File: src/rtl/env_gen_mc.sv
// Time-multiplexed envelope generator: one voice is visited per clock and its
// attack/hold/release level is stepped by a per-voice shifted-mantissa rate.
module env_gen_mc #(
  parameter int NUM_VOICES = 16,
  parameter int MANT_W     = 13,
  parameter int EXP_W      = 4,
  parameter int ACC_W      = 19
) (
  input  logic                          clk,
  input  logic                          rst_n,
  input  logic                          cmd_valid,
  output logic                          cmd_ready,
  input  logic [$clog2(NUM_VOICES)-1:0] cmd_voice,
  input  logic                          cmd_op,
  input  logic [MANT_W-1:0]             cmd_mant,
  input  logic [EXP_W-1:0]              cmd_exp,
  input  logic [ACC_W-1:0]              cmd_target,
  output logic                          out_valid,
  output logic [$clog2(NUM_VOICES)-1:0] out_voice,
  output logic [ACC_W-1:0]              out_level,
  output logic                          out_active
);

  localparam int VW = $clog2(NUM_VOICES);
  localparam logic [VW-1:0] LAST_SLOT = VW'(NUM_VOICES - 1);

  localparam logic [1:0] ST_IDLE    = 2'd0;
  localparam logic [1:0] ST_ATTACK  = 2'd1;
  localparam logic [1:0] ST_HOLD    = 2'd2;
  localparam logic [1:0] ST_RELEASE = 2'd3;

  logic [VW-1:0]    slot_q, slot_d;
  logic [1:0]       state_q  [NUM_VOICES];
  logic [1:0]       state_d  [NUM_VOICES];
  logic [ACC_W-1:0] level_q  [NUM_VOICES];
  logic [ACC_W-1:0] level_d  [NUM_VOICES];
  logic [ACC_W-1:0] rate_q   [NUM_VOICES];
  logic [ACC_W-1:0] rate_d   [NUM_VOICES];
  logic [ACC_W-1:0] target_q [NUM_VOICES];
  logic [ACC_W-1:0] target_d [NUM_VOICES];

  logic                out_valid_q, out_valid_d;
  logic [VW-1:0]       out_voice_q, out_voice_d;
  logic [ACC_W-1:0]    out_level_q, out_level_d;
  logic                out_active_q, out_active_d;

  logic [1:0]       cur_state;
  logic [ACC_W-1:0] cur_level, cur_rate, cur_target;
  logic [1:0]       upd_state;
  logic [ACC_W-1:0] upd_level, upd_rate, upd_target;
  logic [ACC_W:0]   attack_sum;
  logic [ACC_W-1:0] cmd_base, cmd_rate;
  logic             xfer;

  // Ready is gated by rst_n so nothing can be accepted while held in reset.
  assign cmd_ready = rst_n & cmd_valid & (slot_q == cmd_voice);
  assign xfer      = cmd_ready;

  assign cmd_base = ACC_W'({1'b1, cmd_mant});
  assign cmd_rate = cmd_base << cmd_exp;

  assign cur_state  = state_q[slot_q];
  assign cur_level  = level_q[slot_q];
  assign cur_rate   = rate_q[slot_q];
  assign cur_target = target_q[slot_q];

  // One extra bit so a large rate near full scale cannot wrap past the target.
  assign attack_sum = {1'b0, cur_level} + {1'b0, cur_rate};

  always_comb begin
    upd_state  = cur_state;
    upd_level  = cur_level;
    upd_rate   = cur_rate;
    upd_target = cur_target;
    if (xfer) begin
      upd_rate = cmd_rate;
      if (!cmd_op) begin
        upd_state  = ST_ATTACK;
        upd_target = cmd_target;
      end else if (cur_state == ST_IDLE) begin
        upd_level = '0;
      end else begin
        upd_state = ST_RELEASE;
      end
    end else begin
      case (cur_state)
        ST_ATTACK: begin
          if (attack_sum >= {1'b0, cur_target}) begin
            upd_level = cur_target;
            upd_state = ST_HOLD;
          end else begin
            upd_level = attack_sum[ACC_W-1:0];
          end
        end
        ST_RELEASE: begin
          if (cur_level <= cur_rate) begin
            upd_level = '0;
            upd_state = ST_IDLE;
          end else begin
            upd_level = cur_level - cur_rate;
          end
        end
        default: begin
          upd_level = cur_level;
        end
      endcase
    end
  end

  always_comb begin
    slot_d       = (slot_q == LAST_SLOT) ? '0 : slot_q + 1'b1;
    out_valid_d  = 1'b1;
    out_voice_d  = slot_q;
    out_level_d  = upd_level;
    out_active_d = (upd_state != ST_IDLE);
  end

  generate
    for (genvar gi = 0; gi < NUM_VOICES; gi++) begin : g_voice
      logic sel;
      assign sel = (slot_q == VW'(gi));

      always_comb begin
        state_d[gi]  = sel ? upd_state  : state_q[gi];
        level_d[gi]  = sel ? upd_level  : level_q[gi];
        rate_d[gi]   = sel ? upd_rate   : rate_q[gi];
        target_d[gi] = sel ? upd_target : target_q[gi];
      end

      always_ff @(posedge clk or negedge rst_n) begin
        if (!rst_n) begin
          state_q[gi]  <= ST_IDLE;
          level_q[gi]  <= '0;
          rate_q[gi]   <= '0;
          target_q[gi] <= '0;
        end else begin
          state_q[gi]  <= state_d[gi];
          level_q[gi]  <= level_d[gi];
          rate_q[gi]   <= rate_d[gi];
          target_q[gi] <= target_d[gi];
        end
      end
    end
  endgenerate

  always_ff @(posedge clk or negedge rst_n) begin
    if (!rst_n) begin
      slot_q       <= '0;
      out_valid_q  <= 1'b0;
      out_voice_q  <= '0;
      out_level_q  <= '0;
      out_active_q <= 1'b0;
    end else begin
      slot_q       <= slot_d;
      out_valid_q  <= out_valid_d;
      out_voice_q  <= out_voice_d;
      out_level_q  <= out_level_d;
      out_active_q <= out_active_d;
    end
  end

  assign out_valid  = out_valid_q;
  assign out_voice  = out_voice_q;
  assign out_level  = out_level_q;
  assign out_active = out_active_q;

endmodule

File: config.mk
export PLATFORM = sky130hd
export DESIGN_NAME = env_gen_mc
export DESIGN_NICKNAME = d
export VERILOG_FILES = /design/src/rtl/env_gen_mc.sv
export SDC_FILE = /design/constraint.sdc
export NUM_CORES = 2
export LEC_CHECK = 0
export CAP_MARGIN = 5
export CORE_ASPECT_RATIO = 0.7
export CORE_MARGIN = 10
export CORE_UTILIZATION = 56
export DETAILED_ROUTE_END_ITERATION = 8
export GPL_ROUTABILITY_DRIVEN = 1
export PLACE_DENSITY_LB_ADDON = 0.3
export SLEW_MARGIN = 15
export SYNTH_ARGS = -nofsm -noshare
export SYNTH_HDL_FRONTEND = slang
export SYNTH_SLANG_ARGS = --single-unit
export TNS_END_PERCENT = 1
File: constraint.sdc
create_clock -name clk -period 6.6 [get_ports clk]
set_clock_uncertainty 0.05 [all_clocks]
set_input_delay 0.66 -clock clk [delete_from_list [all_inputs] [get_ports clk]]
set_output_delay 0.66 -clock clk [all_outputs]
set_load 0.02 [all_outputs]
==> results.sh <==
export IMPL_grt_total_usage=0.272
export IMPL_start_kind="flip-flop"
export IMPL_hpwl_um=79200
export IMPL_maxCapViolations=0
export IMPL_synth_area_leaders="dfrtp_1, mux4_2, o21ai_0, nand2_1, clkbuf_1"
export IMPL_syn_nets=4312
export IMPL_synth_avg_cell_area_um2=11.0
export IMPL_cellLeakagePower_nw=23.0
export IMPL_die_w_um=363
export IMPL_total_power_mw=12.8
export IMPL_syn_inst=4205
export IMPL_synth_yosys_seq_area_share=0.528
export IMPL_finalCriticalPeriod_ps=6440
export IMPL_worstMarginPinSlew_ps=1160
export IMPL_wl_per_cell_um=24.5
export IMPL_slowest_stage="mux4_2"
export IMPL_final_util=0.635
export IMPL_clockBufferDepth=3
export IMPL_dieArea_um2=94300
export IMPL_overflow=0
export IMPL_post_layout_nonfiller_instances=5282
export IMPL_grt_max_degree=184
export IMPL_cpPeakStageDelay_ps=610
export IMPL_worst_path_buf_inv=4
export IMPL_fillCellCount=6295
export IMPL_die_h_um=260
export IMPL_hp_class="reg2reg"
export IMPL_htreeDepth=3
export IMPL_fin_area_um2=51500
export IMPL_power_density_nw_per_um2=249
export IMPL_routed_wl_um=129000
export IMPL_worstPathArrival_ps=6890
export IMPL_first_global_vias=32500
export IMPL_insertion_delay_ps=680
export IMPL_fmax_mhz=155
export IMPL_clock_sinks=973
export IMPL_placementRows=87
export IMPL_worstSetupEndpointType="flip-flop"
export IMPL_ys_flop_type="dfrtp_1"
export IMPL_globalplace_congestion=0.963
export IMPL_nNetsFinal=4247
export IMPL_path_clk_slew_ps=70
export IMPL_grt_antenna_before_repair=3
export IMPL_synth_enable_flop_cells=0
export IMPL_cts_tree="built"
export IMPL_drc=0
export IMPL_area_growth_pct=11.7
export IMPL_critPathKind="reg2reg"
export IMPL_synth_cell_types=84
export IMPL_grt_pass1_wl_um=199000
export IMPL_drt_vias_per_instance=6.31
export IMPL_multiInputGateArea_um2=20000
export IMPL_dp_cells=5100
export IMPL_setup_tns_ps=0
export IMPL_path_max_fanout=13
export IMPL_ys_async_sr_fraction=1.00
export IMPL_status="finished, final reports clean"
export IMPL_root_buffer="clkbuf_16"
export IMPL_synth_seq_cells=973
export IMPL_ios=70
export IMPL_place_area_um2=47900
export IMPL_syn_cell_area_um2=46100
export IMPL_core_um2=81100
export IMPL_cts_buffers=90
export IMPL_drv_slew=0
export IMPL_io_buffer_count=69
export IMPL_dr_first_iter_drc_count=3685
export IMPL_cp_required_ps=7050
export IMPL_dpl_worst_slack_ps=33.1
export IMPL_cp_cell_sequence="buf_12 -> buf_12 -> mux4_2 -> mux4_2 -> ha_4 -> nor2b_1 -> o311a_1 -> o211ai_1 -> a21oi_1 -> o31a_1 -> or2_2 -> ha_1 -> a211oi_1 -> o21ai_1 -> nor4_2 -> a32o_2 -> and3_2 -> buf_12 -> buf_6 -> mux2i_4 -> o221a_4 -> o21ai_0"
export IMPL_postLayoutSetupSlackWorst_ps=160
export IMPL_setup_viol=0
export IMPL_ys_warn_count=0
export IMPL_initial_core_util=0.568
export IMPL_yosysTopAreaCell="dfrtp_1"
export IMPL_synth_top_area_frac=0.528
export IMPL_post_route_period_util=0.976
export IMPL_drive_gt1_frac=0.154
export IMPL_ff_latch_area_um2=24400
export IMPL_relSlewSlack=0.202
export IMPL_ant_nets=0
export IMPL_ir_drop_mv=0.207
export IMPL_rsz0062_at_grt="yes"
export IMPL_first_pass_iters=5
export IMPL_critPathTopFamily="compound AO/OA/AOI/OAI gates"
export IMPL_finalHoldViolCount=0
export IMPL_cpMostUsedCell="buf_12"
export IMPL_via_count=33300
export IMPL_timing_hold_ws_ps=424
-- state kept, by name (all words and copies together) (netlist names) --
signal and cells:
out_active 1, level_q 304, state_q 32, rate_q 304
out_level 19, out_valid 1, target_q 304, out_voice 4
out_voice_d 4
-- worst register-to-register path, cell delays in order, from the launching register on --
cell and delay, ps:
dfrtp_4 500, buf_12 190, buf_12 180, mux4_2 520, mux4_2 610, ha_4 320
nor2b_1 50, o311a_1 330, o211ai_1 480, a21oi_1 160, o31a_1 320, or2_2 300
ha_1 180, a211oi_1 200, o21ai_1 160, nor4_2 260, a32o_2 210, and3_2 220
buf_12 160, buf_6 160, mux2i_4 320, o221a_4 300, o21ai_0 120
-- layer usage --
metal | share of wire | GRT usage
met1 | 0.43 | 0.393
met2 | 0.44 | 0.399
met4 | 0.025 | 0.0793
met5 | 0.00091 | 0
met3 | 0.098 | 0.0761
-- cells in the mapped netlist, drive strengths merged, types with 7 or more instances --
cell / n
nor2b: 12
dfrtp: 973
mux2i: 87
clkbuf: 281
o211a: 7
inv: 78
nand3: 15
a31oi: 44
and2: 18
and3: 8
o211ai: 8
a211oi: 16
nor2: 62
a21oi: 49
buf: 105
o21ai: 930
xor2: 9
xnor2: 23
nor3: 20
mux4: 292
ha: 61
nand4: 8
nand2: 956
o21a: 11
nor4: 7
a41oi: 16
a21o: 9
-- placed cells by master (no fill, tap or decap), types with 6 or more instances in the layout --
| master | Yosys | final |
|---|---|---|
| mux4_1 | 36 | 36 |
| mux2i_1 | 87 | 75 |
| clkinv_2 | 0 | 15 |
| a41oi_1 | 16 | 16 |
| a211oi_1 | 16 | 14 |
| o21bai_1 | 6 | 6 |
| dfrtp_1 | 973 | 969 |
| nor2b_1 | 12 | 12 |
| bufinv_16 | 0 | 9 |
| ha_1 | 61 | 59 |
| mux2i_2 | 0 | 10 |
| a21o_1 | 9 | 8 |
| nand2_4 | 0 | 16 |
| clkbuf_8 | 0 | 25 |
| clkbuf_1 | 273 | 10 |
| buf_12 | 4 | 23 |
| and2_1 | 16 | 16 |
| nand4_1 | 8 | 8 |
| inv_1 | 78 | 78 |
| nand2_1 | 955 | 939 |
| nor2_1 | 60 | 60 |
| xor2_1 | 9 | 9 |
| o21ai_0 | 896 | 893 |
| clkbuf_16 | 0 | 93 |
| nor3_1 | 20 | 20 |
| nand3_1 | 15 | 15 |
| o211ai_1 | 8 | 8 |
| o21ai_1 | 34 | 37 |
| o21a_1 | 7 | 7 |
| xnor2_1 | 23 | 23 |
| mux4_2 | 256 | 256 |
| buf_4 | 15 | 124 |
| clkdlybuf4s50_1 | 0 | 68 |
| a21oi_1 | 48 | 47 |
| and3_1 | 8 | 7 |
| a31oi_1 | 44 | 44 |
| o221a_4 | 0 | 6 |
| nand2b_1 | 6 | 6 |
-- logic make-up (layout without fill, tap and decap cells) --
family / count (synthesis) / count (layout) / share of synthesized area
flip-flops: 973 / 973 / 0.528
adder cells (fa/ha/maj): 63 / 63 / 0.0174
AND/OR/NAND/NOR: 1134 / 1134 / 0.0991
other: 1 / 2 / 0.0000814
buffers and inverters: 465 / 469 / 0.0451
AO/OA/AOI/OAI: 1153 / 1157 / 0.138
multiplexers: 384 / 384 / 0.166
XOR/XNOR: 32 / 32 / 0.00608
-- timing repair --
item,4_1_cts,5_1_grt
resized for setup,1,35
endpoints found under the hold margin,71,0
setup endpoints to repair,1,356
hold buffers,1,0
buffers inserted,0,8
cloned,0,6
pin swaps,0,3
-- report_power, final --
| group | switching, mW | internal, mW | leakage [nW] |
|---|---|---|---|
| Sequential | 0.0913 | 6.13 | 10.4 |
| Combinational | 0.596 | 0.414 | 11.0 |
| Clock | 2.40 | 3.19 | 1.56 |
-- worst paths after layout --
path                       depth (start not counted)      startpoint  slack (ps)             to
setup / recovery                                  22  out_voice_d[0]         160   level_q[238]
hold / removal                                     2    level_q[163]         420   level_q[163]
setup reg to reg                                  22  out_voice_d[0]         160   level_q[238]
hold reg to reg                                    2    level_q[163]         420   level_q[163]
max in group asynchronous                          5           rst_n        2750    rate_q[302]
min in group asynchronous                          2           rst_n         480  target_q[274]
-- layout make-up --
| type | count | share of cell area |
|---|---|---|
| diodes | 1 | 0.0000486 |
| clock buffers | 126 | 0.0517 |
| clock inverters | 39 | 0.00992 |
| inverters | 79 | 0.00576 |
| multi-input cells | 2771 | 0.390 |
| flip-flops and latches | 973 | 0.473 |
| well taps | 1068 | 0.0260 |
| repair buffers | 225 | 0.0436 |
Note: power is estimated with default switching activity, not from simulation.
